==> config.mk <==
export PLATFORM = sky130hd
export DESIGN_NAME = chunk_sequencer
export DESIGN_NICKNAME = d
export VERILOG_FILES = /design/src/rtl/lbm_cache_pkg.sv /design/src/rtl/chunk_addr_counter.sv /design/src/rtl/chunk_sequencer.sv
export SDC_FILE = /design/constraint.sdc
export NUM_CORES = 1
export LEC_CHECK = 0
export ABC_AREA = 1
export BUFFER_PORTS_ARGS = -buffer_cell sky130_fd_sc_hd__buf_2
export CAP_MARGIN = 20
export CELL_PAD_IN_SITES_DETAIL_PLACEMENT = 1
export CELL_PAD_IN_SITES_GLOBAL_PLACEMENT = 1
export CORE_AREA = 2 2 81 83
export CTS_CLUSTER_DIAMETER = 60
export DETAILED_ROUTE_END_ITERATION = 12
export DIE_AREA = 0 0 83 85
export PLACE_DENSITY = 0.82
export SLEW_MARGIN = 20
export SYNTH_ARGS = -nofsm -noshare
export SYNTH_HDL_FRONTEND = slang
export SYNTH_SLANG_ARGS = --single-unit
==> constraint.sdc <==
create_clock -name m00_axis_aclk -period 1.55 [get_ports m00_axis_aclk]
set_input_delay 0.2325 -clock m00_axis_aclk [delete_from_list [all_inputs] [get_ports m00_axis_aclk]]
set_output_delay 0.2325 -clock m00_axis_aclk [all_outputs]
set_load 0.02 [all_outputs]
==> src/rtl/lbm_cache_pkg.sv <==
// Shared constants and types for the LBM chunk cache sequencer.
// Lane bit 0 is the null (rest) direction; the rest run clockwise from north.
package lbm_cache_pkg;

  localparam int DEF_ADDR_W      = 12;
  localparam int DEF_CHUNK_WORDS = 4096;
  localparam int DEF_LANES       = 9;

  localparam int LANE_NULL = 0;
  localparam int LANE_N    = 1;
  localparam int LANE_NE   = 2;
  localparam int LANE_E    = 3;
  localparam int LANE_SE   = 4;
  localparam int LANE_S    = 5;
  localparam int LANE_SW   = 6;
  localparam int LANE_W    = 7;
  localparam int LANE_NW   = 8;

  typedef enum logic [2:0] {
    ST_IDLE    = 3'd0,
    ST_LOAD    = 3'd1,
    ST_COMPUTE = 3'd2,
    ST_DRAIN   = 3'd3,
    ST_DONE    = 3'd4
  } seq_state_e;

  // DRAIN sub-phases: address presented, BRAM data valid, stream beat offered.
  typedef enum logic [1:0] {
    DR_ADDR  = 2'd0,
    DR_DATA  = 2'd1,
    DR_VALID = 2'd2
  } drain_phase_e;

endpackage

==> src/rtl/chunk_addr_counter.sv <==
// Word counter shared by the load and drain phases of chunk_sequencer.
// One bit wider than the BRAM address so a full chunk count never wraps.
module chunk_addr_counter #(
  parameter int ADDR_W      = 12,
  parameter int CHUNK_WORDS = 4096
) (
  input  logic              m00_axis_aclk,
  input  logic              m00_axis_areset,
  input  logic              clear,
  input  logic              inc,
  output logic [ADDR_W:0]   count,
  output logic              terminal
);

  localparam logic [ADDR_W:0] LAST = (ADDR_W + 1)'(CHUNK_WORDS - 1);
  localparam logic [ADDR_W:0] ONE  = (ADDR_W + 1)'(1);

  always_ff @(posedge m00_axis_aclk) begin
    if (m00_axis_areset || clear) begin
      count <= '0;
    end else if (inc) begin
      count <= count + ONE;
    end
  end

  assign terminal = (count == LAST);

endmodule

==> src/rtl/chunk_sequencer.sv <==
// Loads one chunk from the inbound stream into BRAM, hands BRAM to the solver,
// then drains it to the outbound stream. Drain is built only with CHUNK_SEQ_DRAIN_EN.
//
// Stream handshakes (s_axis and m_axis): a beat transfers on a rising edge where
// tvalid and tready are both 1; once m_axis_tvalid rises, m_axis_tdata/tlast hold
// until that transfer, and tvalid never depends combinationally on tready.
module chunk_sequencer
  import lbm_cache_pkg::*;
#(
  parameter int ADDR_W      = DEF_ADDR_W,
  parameter int CHUNK_WORDS = DEF_CHUNK_WORDS,
  parameter int LANES       = DEF_LANES
) (
  input  logic              m00_axis_aclk,
  input  logic              m00_axis_areset,
  input  logic              start,
  input  logic              s_axis_tvalid,
  output logic              s_axis_tready,
  input  logic              s_axis_tlast,
  input  logic [LANES-1:0]  s_axis_tdata,
  output logic              chunk_transfer_ready,
  output logic              chunk_compute_ready,
  output logic [ADDR_W-1:0] DDR_addr,
  output logic [LANES-1:0]  cache_in_data,
  input  logic              compute_done,
  output logic              chunk_drain_active,
  input  logic [LANES-1:0]  cache_out_data,
  output logic              m_axis_tvalid,
  input  logic              m_axis_tready,
  output logic              m_axis_tlast,
  output logic [LANES-1:0]  m_axis_tdata,
  output logic              busy,
  output logic              done,
  output logic              tlast_err,
  output seq_state_e        fsm_state
);

  seq_state_e        state_q, state_d;
  logic              cnt_clear, cnt_inc;
  logic [ADDR_W:0]   cnt;
  logic              cnt_term;
  logic              beat;
  logic              xfer_stb_q;
  logic [ADDR_W-1:0] ddr_addr_q;
  logic [LANES-1:0]  cache_in_q;
  logic              tlast_err_q;

  chunk_addr_counter #(
    .ADDR_W      (ADDR_W),
    .CHUNK_WORDS (CHUNK_WORDS)
  ) u_cnt (
    .m00_axis_aclk   (m00_axis_aclk),
    .m00_axis_areset (m00_axis_areset),
    .clear           (cnt_clear),
    .inc             (cnt_inc),
    .count           (cnt),
    .terminal        (cnt_term)
  );

  assign s_axis_tready = (state_q == ST_LOAD);
  assign beat          = s_axis_tvalid & s_axis_tready;

  // The final load strobe lands in the first COMPUTE cycle; the solver only
  // gets the BRAM ports once that write has been issued.
  assign chunk_compute_ready  = (state_q == ST_COMPUTE) & ~xfer_stb_q;
  assign chunk_transfer_ready = xfer_stb_q;
  assign DDR_addr             = ddr_addr_q;
  assign cache_in_data        = cache_in_q;
  assign tlast_err            = tlast_err_q;
  assign busy                 = (state_q != ST_IDLE);
  assign done                 = (state_q == ST_DONE);
  assign fsm_state            = state_q;

`ifdef CHUNK_SEQ_DRAIN_EN
  drain_phase_e      phase_q, phase_d;
  logic              m_tvalid_q, m_tlast_q;
  logic [LANES-1:0]  m_tdata_q;
  logic              m_hs;
  logic [ADDR_W-1:0] next_addr;

  assign m_hs               = m_tvalid_q & m_axis_tready;
  assign next_addr          = cnt[ADDR_W-1:0] + ADDR_W'(1);
  assign chunk_drain_active = (state_q == ST_DRAIN);
  assign m_axis_tvalid      = m_tvalid_q;
  assign m_axis_tlast       = m_tlast_q;
  assign m_axis_tdata       = m_tdata_q;
`else
  logic unused_drain_inputs;

  assign unused_drain_inputs = ^{cache_out_data, m_axis_tready};
  assign chunk_drain_active  = 1'b0;
  assign m_axis_tvalid       = 1'b0;
  assign m_axis_tlast        = 1'b0;
  assign m_axis_tdata        = '0;
`endif

  always_ff @(posedge m00_axis_aclk) begin
    if (m00_axis_areset) begin
      state_q <= ST_IDLE;
`ifdef CHUNK_SEQ_DRAIN_EN
      phase_q <= DR_ADDR;
`endif
    end else begin
      state_q <= state_d;
`ifdef CHUNK_SEQ_DRAIN_EN
      phase_q <= phase_d;
`endif
    end
  end

  always_comb begin
    state_d   = state_q;
    cnt_clear = 1'b0;
    cnt_inc   = 1'b0;
`ifdef CHUNK_SEQ_DRAIN_EN
    phase_d   = phase_q;
`endif
    case (state_q)
      ST_IDLE: begin
        if (start) begin
          state_d   = ST_LOAD;
          cnt_clear = 1'b1;
        end
      end
      ST_LOAD: begin
        if (beat) begin
          cnt_inc = 1'b1;
          if (cnt_term) state_d = ST_COMPUTE;
        end
      end
      ST_COMPUTE: begin
        if (compute_done && chunk_compute_ready) begin
`ifdef CHUNK_SEQ_DRAIN_EN
          state_d   = ST_DRAIN;
          cnt_clear = 1'b1;
          phase_d   = DR_ADDR;
`else
          state_d   = ST_DONE;
`endif
        end
      end
`ifdef CHUNK_SEQ_DRAIN_EN
      ST_DRAIN: begin
        case (phase_q)
          DR_ADDR: phase_d = DR_DATA;
          DR_DATA: begin
            phase_d = DR_VALID;
            if (!cnt_term) cnt_inc = 1'b1;
          end
          DR_VALID: begin
            if (m_hs) begin
              if (m_tlast_q) state_d = ST_DONE;
              else           phase_d = DR_DATA;
            end
          end
          default: phase_d = DR_ADDR;
        endcase
      end
`endif
      ST_DONE: state_d = ST_IDLE;
      default: state_d = ST_IDLE;
    endcase
  end

  always_ff @(posedge m00_axis_aclk) begin
    if (m00_axis_areset) begin
      xfer_stb_q  <= 1'b0;
      ddr_addr_q  <= '0;
      cache_in_q  <= '0;
      tlast_err_q <= 1'b0;
    end else begin
      xfer_stb_q <= beat;
      if (beat) begin
        ddr_addr_q <= cnt[ADDR_W-1:0];
        cache_in_q <= s_axis_tdata;
        if (s_axis_tlast != cnt_term) tlast_err_q <= 1'b1;
      end
`ifdef CHUNK_SEQ_DRAIN_EN
      if (state_q == ST_COMPUTE && state_d == ST_DRAIN) ddr_addr_q <= '0;
      // Next read address goes out with the beat, so BRAM data is ready by handshake+1.
      if (state_q == ST_DRAIN && phase_q == DR_DATA && !cnt_term) ddr_addr_q <= next_addr;
`endif
    end
  end

`ifdef CHUNK_SEQ_DRAIN_EN
  always_ff @(posedge m00_axis_aclk) begin
    if (m00_axis_areset) begin
      m_tvalid_q <= 1'b0;
      m_tlast_q  <= 1'b0;
      m_tdata_q  <= '0;
    end else if (state_q == ST_DRAIN) begin
      if (phase_q == DR_DATA) begin
        m_tdata_q  <= cache_out_data;
        m_tvalid_q <= 1'b1;
        m_tlast_q  <= cnt_term;
      end else if (phase_q == DR_VALID && m_hs) begin
        m_tvalid_q <= 1'b0;
        m_tlast_q  <= 1'b0;
      end
    end
  end
`endif

endmodule

* Word-level counts from Yosys, hierarchy flattened
Index checks and enable logic that the tools add are counted.
** Storage, ports and cells
- Register bits after elaboration :: 39
- Input bits :: 25
- Output and inout port bits :: 42
- Logic and storage cells :: 34
** Cells by class
- Add/sub/neg operators :: 1
- Eq/ne operators :: 9
- Muxes and demuxes :: 9
- Bitwise logic cells :: 3
- Reduce and logical (&&, ||, !) cells :: 6
** Operators by type and width (count)
- adder 13 x 1 -> 13 bit (second input constant) :: 1
- equality test 13 x 12 -> 1 bit (second input constant) :: 1
- 2-to-1 mux 3 bit :: 4
- case mux 3 bit (3 select lines) :: 1
- inequality test 2 x 1 -> 1 bit (second input constant) :: 3
- 2-to-1 mux 1 bit :: 4
- AND reduction 4 bit :: 1
- equality test 3 x 1 -> 1 bit (second input constant) :: 1
- equality test 3 x 2 -> 1 bit (second input constant) :: 1
- equality test 3 bit (second input constant) :: 1
- logical NOT 3 bit :: 1
- nonzero test 3 bit :: 1
- AND 1 bit :: 2
- inequality test 2 bit (second input constant) :: 1
- AND reduction 2 bit :: 1
- logical AND 1 bit :: 1
- logical OR 1 bit :: 1
- inequality test 1 bit :: 1
- NOT 1 bit :: 1

* Depth between registers and ports, before layout
- Depth after elaboration :: 5
- Gate-level depth with buffers :: 9
- Depth with buffers taken out :: 9

* By module
A second synthesis with hierarchy kept.
** Unflattened totals
- Cells, all modules :: 240
- Area total of the unflattened synthesis :: 1750.4 µm²
** Modules (own cells, without submodules)
- chunk_sequencer :: times used 1, cells an instance 143, area an instance 1101.1 µm², sequential area each 520.5 µm²
- chunk_addr_counter :: times used 1, cells an instance 97, area an instance 649.4 µm², sequential area each 260.2 µm²

* Least setup slack after synthesis
No wires, ideal clock.
- Path kind :: reg2reg
- Start point :: register state_q[1] (netlist: fsm_state[1])
- End point :: register state_q[2] (netlist: fsm_state[2])
- Library setup time :: 67 ps
- Arrival :: 1632 ps
- Required time :: 1483 ps
- Slack :: -149 ps
- Cell stages (with the launch flop) :: 5
- Path buffers :: 0
- Period minus slack after synthesis :: 1699 ps
- Cell sequence :: dfxtp_1 -> inv_1 -> nor4_1 -> nand2_1 -> nor2_1
** Between the ends
- Word-level cells in the longest chain between the ends :: 5
- Elaborated cells on any way between the ends :: 12
- Those cells by class :: 6 x eq/ne; 1 x mux; 2 x bitwise; 3 x reduce/logical
** RTL lines
- start, declared :: RTL line chunk_sequencer.sv:38 : seq_state_e state_q, state_d;
- start signal, assigned :: RTL line chunk_sequencer.sv:104 : state_q <= state_d;
- equality test 3 x 2 -> 1 bit :: RTL line chunk_sequencer.sv:65 : assign chunk_compute_ready = (state_q == ST_COMPUTE) & ~xfer_stb_q;
- AND 1 bit :: RTL line chunk_sequencer.sv:65
- named net chunk_compute_ready :: RTL line chunk_sequencer.sv:22 : output logic chunk_compute_ready,
- logical AND 1 bit :: RTL line chunk_sequencer.sv:132 : if (compute_done && chunk_compute_ready) begin
- inequality test 2 x 1 -> 1 bit (no line)
- AND reduction 4 bit (no line)
The timed path passes the listed nets, and every way through them passes these cells.
A chain may end at the register's enable or synchronous reset.

* Final worst setup path
- Start point :: register state_q[2] (netlist: fsm_state[2])
- End point :: output s_axis_tready
** Between the ends
- Word-level cells in the longest chain between the ends :: 1
** RTL lines
- equality test 3 x 1 -> 1 bit :: RTL line chunk_sequencer.sv:60 : assign s_axis_tready = (state_q == ST_LOAD);
- end, declared :: RTL line chunk_sequencer.sv:18 : output logic s_axis_tready,
No other way between the ends.

==> flow_summary_export.csv <==
group,metric,value,unit
synthesis,synthCells,250,
hold_path,hp-class,"input pin to flop",
synthesis,synth_cell_type_count,25,
floorplanning,io_pins,67,
cells_and_area,postLayoutCellArea,2267,sq um
pwr,power_density,1436,nW/um^2
setup_path,crit_path_max_fanout,6,
pwr,vdd_drop_max,508.5,uV
synthesis,ys_seq_elements,39,
synthesis,netlist_top_cells_area,"dfxtp_1 (43%), nor2_1 (10%), nand2_1 (8.3%)",
floorplanning,coreArea,6205,sq um
floorplanning,die_h,85,um
cells_and_area,layout-drive-gt1-share,0.2778,
timing,tns,0,ns
hold_path,min_to,"cache_in_data[0]",
drt,dr.pass1.iters,4,
floorplanning,chipWidth,83,um
timing,finalHoldViolCount,0,
setup_path,cp-start-kind,"flop",
clock_tree,clk_latency,0.29,ns
cells_and_area,synthToLayoutAreaGrowth,24.79,%
drt,routed_wl,4.578,mm
clock_tree,clk_pin_slew,0.08,ns
synthesis,synthFlopType,"dfxtp_1",
synthesis,synth_top_cell_area_share,0.4298,
drt,vias,1757,
pwr,p_clk_frac,0.271,
hold_path,whs_path_depth,3,
timing,slew_viol_final,0,
cells_and_area,multi_input_area,849.6,sq um
grt,grt_util_all_layers,0.1318,
run,max_cap_violations,0,
placed_design,dp_cells,373,
setup_path,crit_path_end_kind,"output pin",
cells_and_area,nFillCells,798,
cells_and_area,final-seq-area,784.5,sq um
cells_and_area,nNetsFinal,331,
synthesis,synth_area_per_cell,7.267,sq um
synthesis,ys_warn_count,0,
setup_path,path_cells,"nor3_4, buf_4, buf_2",
clock_tree,cts_made_buffers,5,
clock_tree,cts-root-buf,"clkbuf_8",
placed_design,port_buffers,44,
synthesis,ys_seq_area_frac,0.4298,
synthesis,synth_edf_count,0,
grt,antenna_found_initial,0,
drt,route.detailed.drc,0,
clock_tree,cts_tree,"yes",
setup_path,r2r_start,"u_cnt.count[0]",
grt,grt.overflow.total,0,
timing,setup_violations,0,
run_status,status,"finished, final reports clean",
timing,hold_slack,0.1877,ns
timing,fin_crit_sh,0.9447,
pwr,leakagePower,0.001024,uW
cells_and_area,antenna-diode-count,0,
setup_path,path_class,"flop to output pin",
timing,clock_skew,0.007595,ns
drt,viasPerCell,4.587,
clock_tree,clock_path_buffers,2,
synthesis,syn-cell-area,1817,sq um
synthesis,synth-async-reset-ratio,0,
cells_and_area,instances_no_fill,383,
setup_path,critPathSlowestCell,"dfxtp_2",
pwr,seq_power_share,0.377,
setup_path,cp.arrival,1.23,ns
floorplanning,initial_core_util,0.2928,
hold_path,hold_start,"s_axis_tdata[0]",
setup_path,rr_endpoint,"fsm_state[0]",
setup_path,cp.required,1.32,ns
placed_design,placed_area,2113,sq um
cells_and_area,utilization,0.3654,
grt,grt_pass1_wl,7.707,mm
timing,fmax,682.9,MHz
clock_tree,hold_buffers,0,
pwr,internal-power,2067,uW
timing,min_period,1.464,ns
setup_path,r2r_setup_slack,0.11,ns
pwr,p_sw,1189,uW
clock_tree,htree_levels,2,
setup_path,reg2regPathDepth,8,
synthesis,yosys.area.top_type,"dfxtp_1",
clock_tree,clock_sinks,39,
floorplanning,dieArea,7055,sq um
drt,ant_nets,0,
setup_path,critPathMaxStageDelay,0.38,ns
floorplanning,rows,29,
grt,grt_max_degree,18,
placed_design,gp_congestion,0.8165,
drt,drt_iter0_markers,55,
drt,post_drt_wl_per_cell,11.95,um
placed_design,place_hpwl,3.432,mm
pwr,swShare,0.3651,
pwr,pwr-share-comb,0.351,
grt,grt_pass1_vias,1738,
==> critical path: cells and delay by family (launching register included) <==
kind                   cells  cell delay, ns
flip-flops                 1            0.38
buffers and inverters      2            0.30
AND/OR/NAND/NOR            1            0.25
==> layout by cell type, fill, tap and decap left out, types with 2 or more instances in the layout <==
cell type / count
a21oi_1: 17
buf_2: 44
buf_4: 12
clkbuf_8: 6
conb_1: 12
dfxtp_1: 36
dfxtp_2: 3
inv_1: 23
inv_2: 3
nand2_1: 40
nand2_2: 3
nand3_1: 13
nand4_1: 4
nor2_1: 49
nor2_4: 4
nor3_1: 3
o21ai_0: 22
o21ai_2: 2
==> sequential cells by signal (all words and copies together) (netlist names) <==
signal / count
chunk_transfer_ready: 1
u_cnt.count: 13
DDR_addr: 12
fsm_state: 3
cache_in_data: 9
tlast_err: 1
==> stage by stage <==
step           total power (uW)  worst slack (ns)
3_3_place_gp               2337            0.1107
5_1_grt                    3470          -0.04510
3_5_place_dp               2370           0.08883
2_1_floorplan              2034           0.02855
6_report                   3256           0.08565
4_1_cts                    3266           0.02374
==> cell families (layout without fill, tap and decap cells) <==
family	Yosys count	after routing	share of synthesized area
and+or+nand+nor	120	120	0.2961
AOI/OAI and AO/OA	42	42	0.1240
xor gates and xnor gates	1	1	0.004822
DFF	39	39	0.4298
adders and majority gates	1	1	0.006886
buffers and inverters	46	91	0.1364
other	1	12	0.002064
==> power groups by stage <==
stage / logic (uW) / clock network (uW) / registers, uW
after floorplan: 609 / 0 / 1430
after global placement: 1090 / 0 / 1240
after detailed placement: 1120 / 0 / 1250
after CTS: 1130 / 913 / 1230
after global routing: 1260 / 956 / 1250
final: 1140 / 884 / 1230
==> worst max-delay path by stage <==
stage	from	slack, ns	endpoint
finish	fsm_state[2]	0.09	s_axis_tready
global route	u_cnt.count[0]	-0.05	fsm_state[0]
CTS	fsm_state[2]	0.02	s_axis_tready
detailed placement	fsm_state[2]	0.09	u_cnt.count[12]
global placement	fsm_state[1]	0.11	u_cnt.count[12]
floorplan	fsm_state[0]	0.03	cache_in_data[8]
==> cells in the mapped netlist (2+ instances only) <==
library cell,number
inv_1,24
nor2_4,3
nor3_1,3
o21ai_2,2
buf_4,13
inv_2,2
buf_2,3
buf_6,3
a21oi_1,17
nand4_1,4
nand2_2,3
o21ai_0,22
nand2_1,40
nand3_1,13
nor2_2,2
dfxtp_1,39
nor2_1,49
==> routing by layer <==
layer | global-route usage | vias to the layer above | wire, um
met1 | 0.1585 | 831 | 2079
met4 | 0.04024 | 0 | 42
met5 | 0 | - | 0
met2 | 0.2324 | 43 | 2215
met3 | 0.03307 | 4 | 240
li1 | - | 879 | -
==> cell type report <==
class                           count  area share
Sequential cell                    39      0.3460
Multi-Input combinational cell    176      0.3747
Clock inverter                      2     0.01545
Tap cell                           77     0.04249
Inverter                           26     0.04305
Timing Repair Buffer               57      0.1418
Clock buffer                        6     0.03642
==> repair_timing <==
item,in CTS,in global routing
resized for setup,1,6
pin swaps,0,1
hold endpoints to repair,0,0
buffers inserted,0,2
setup endpoints to repair,1,10
No activity file was read; power rests on OpenSTA's default activity.
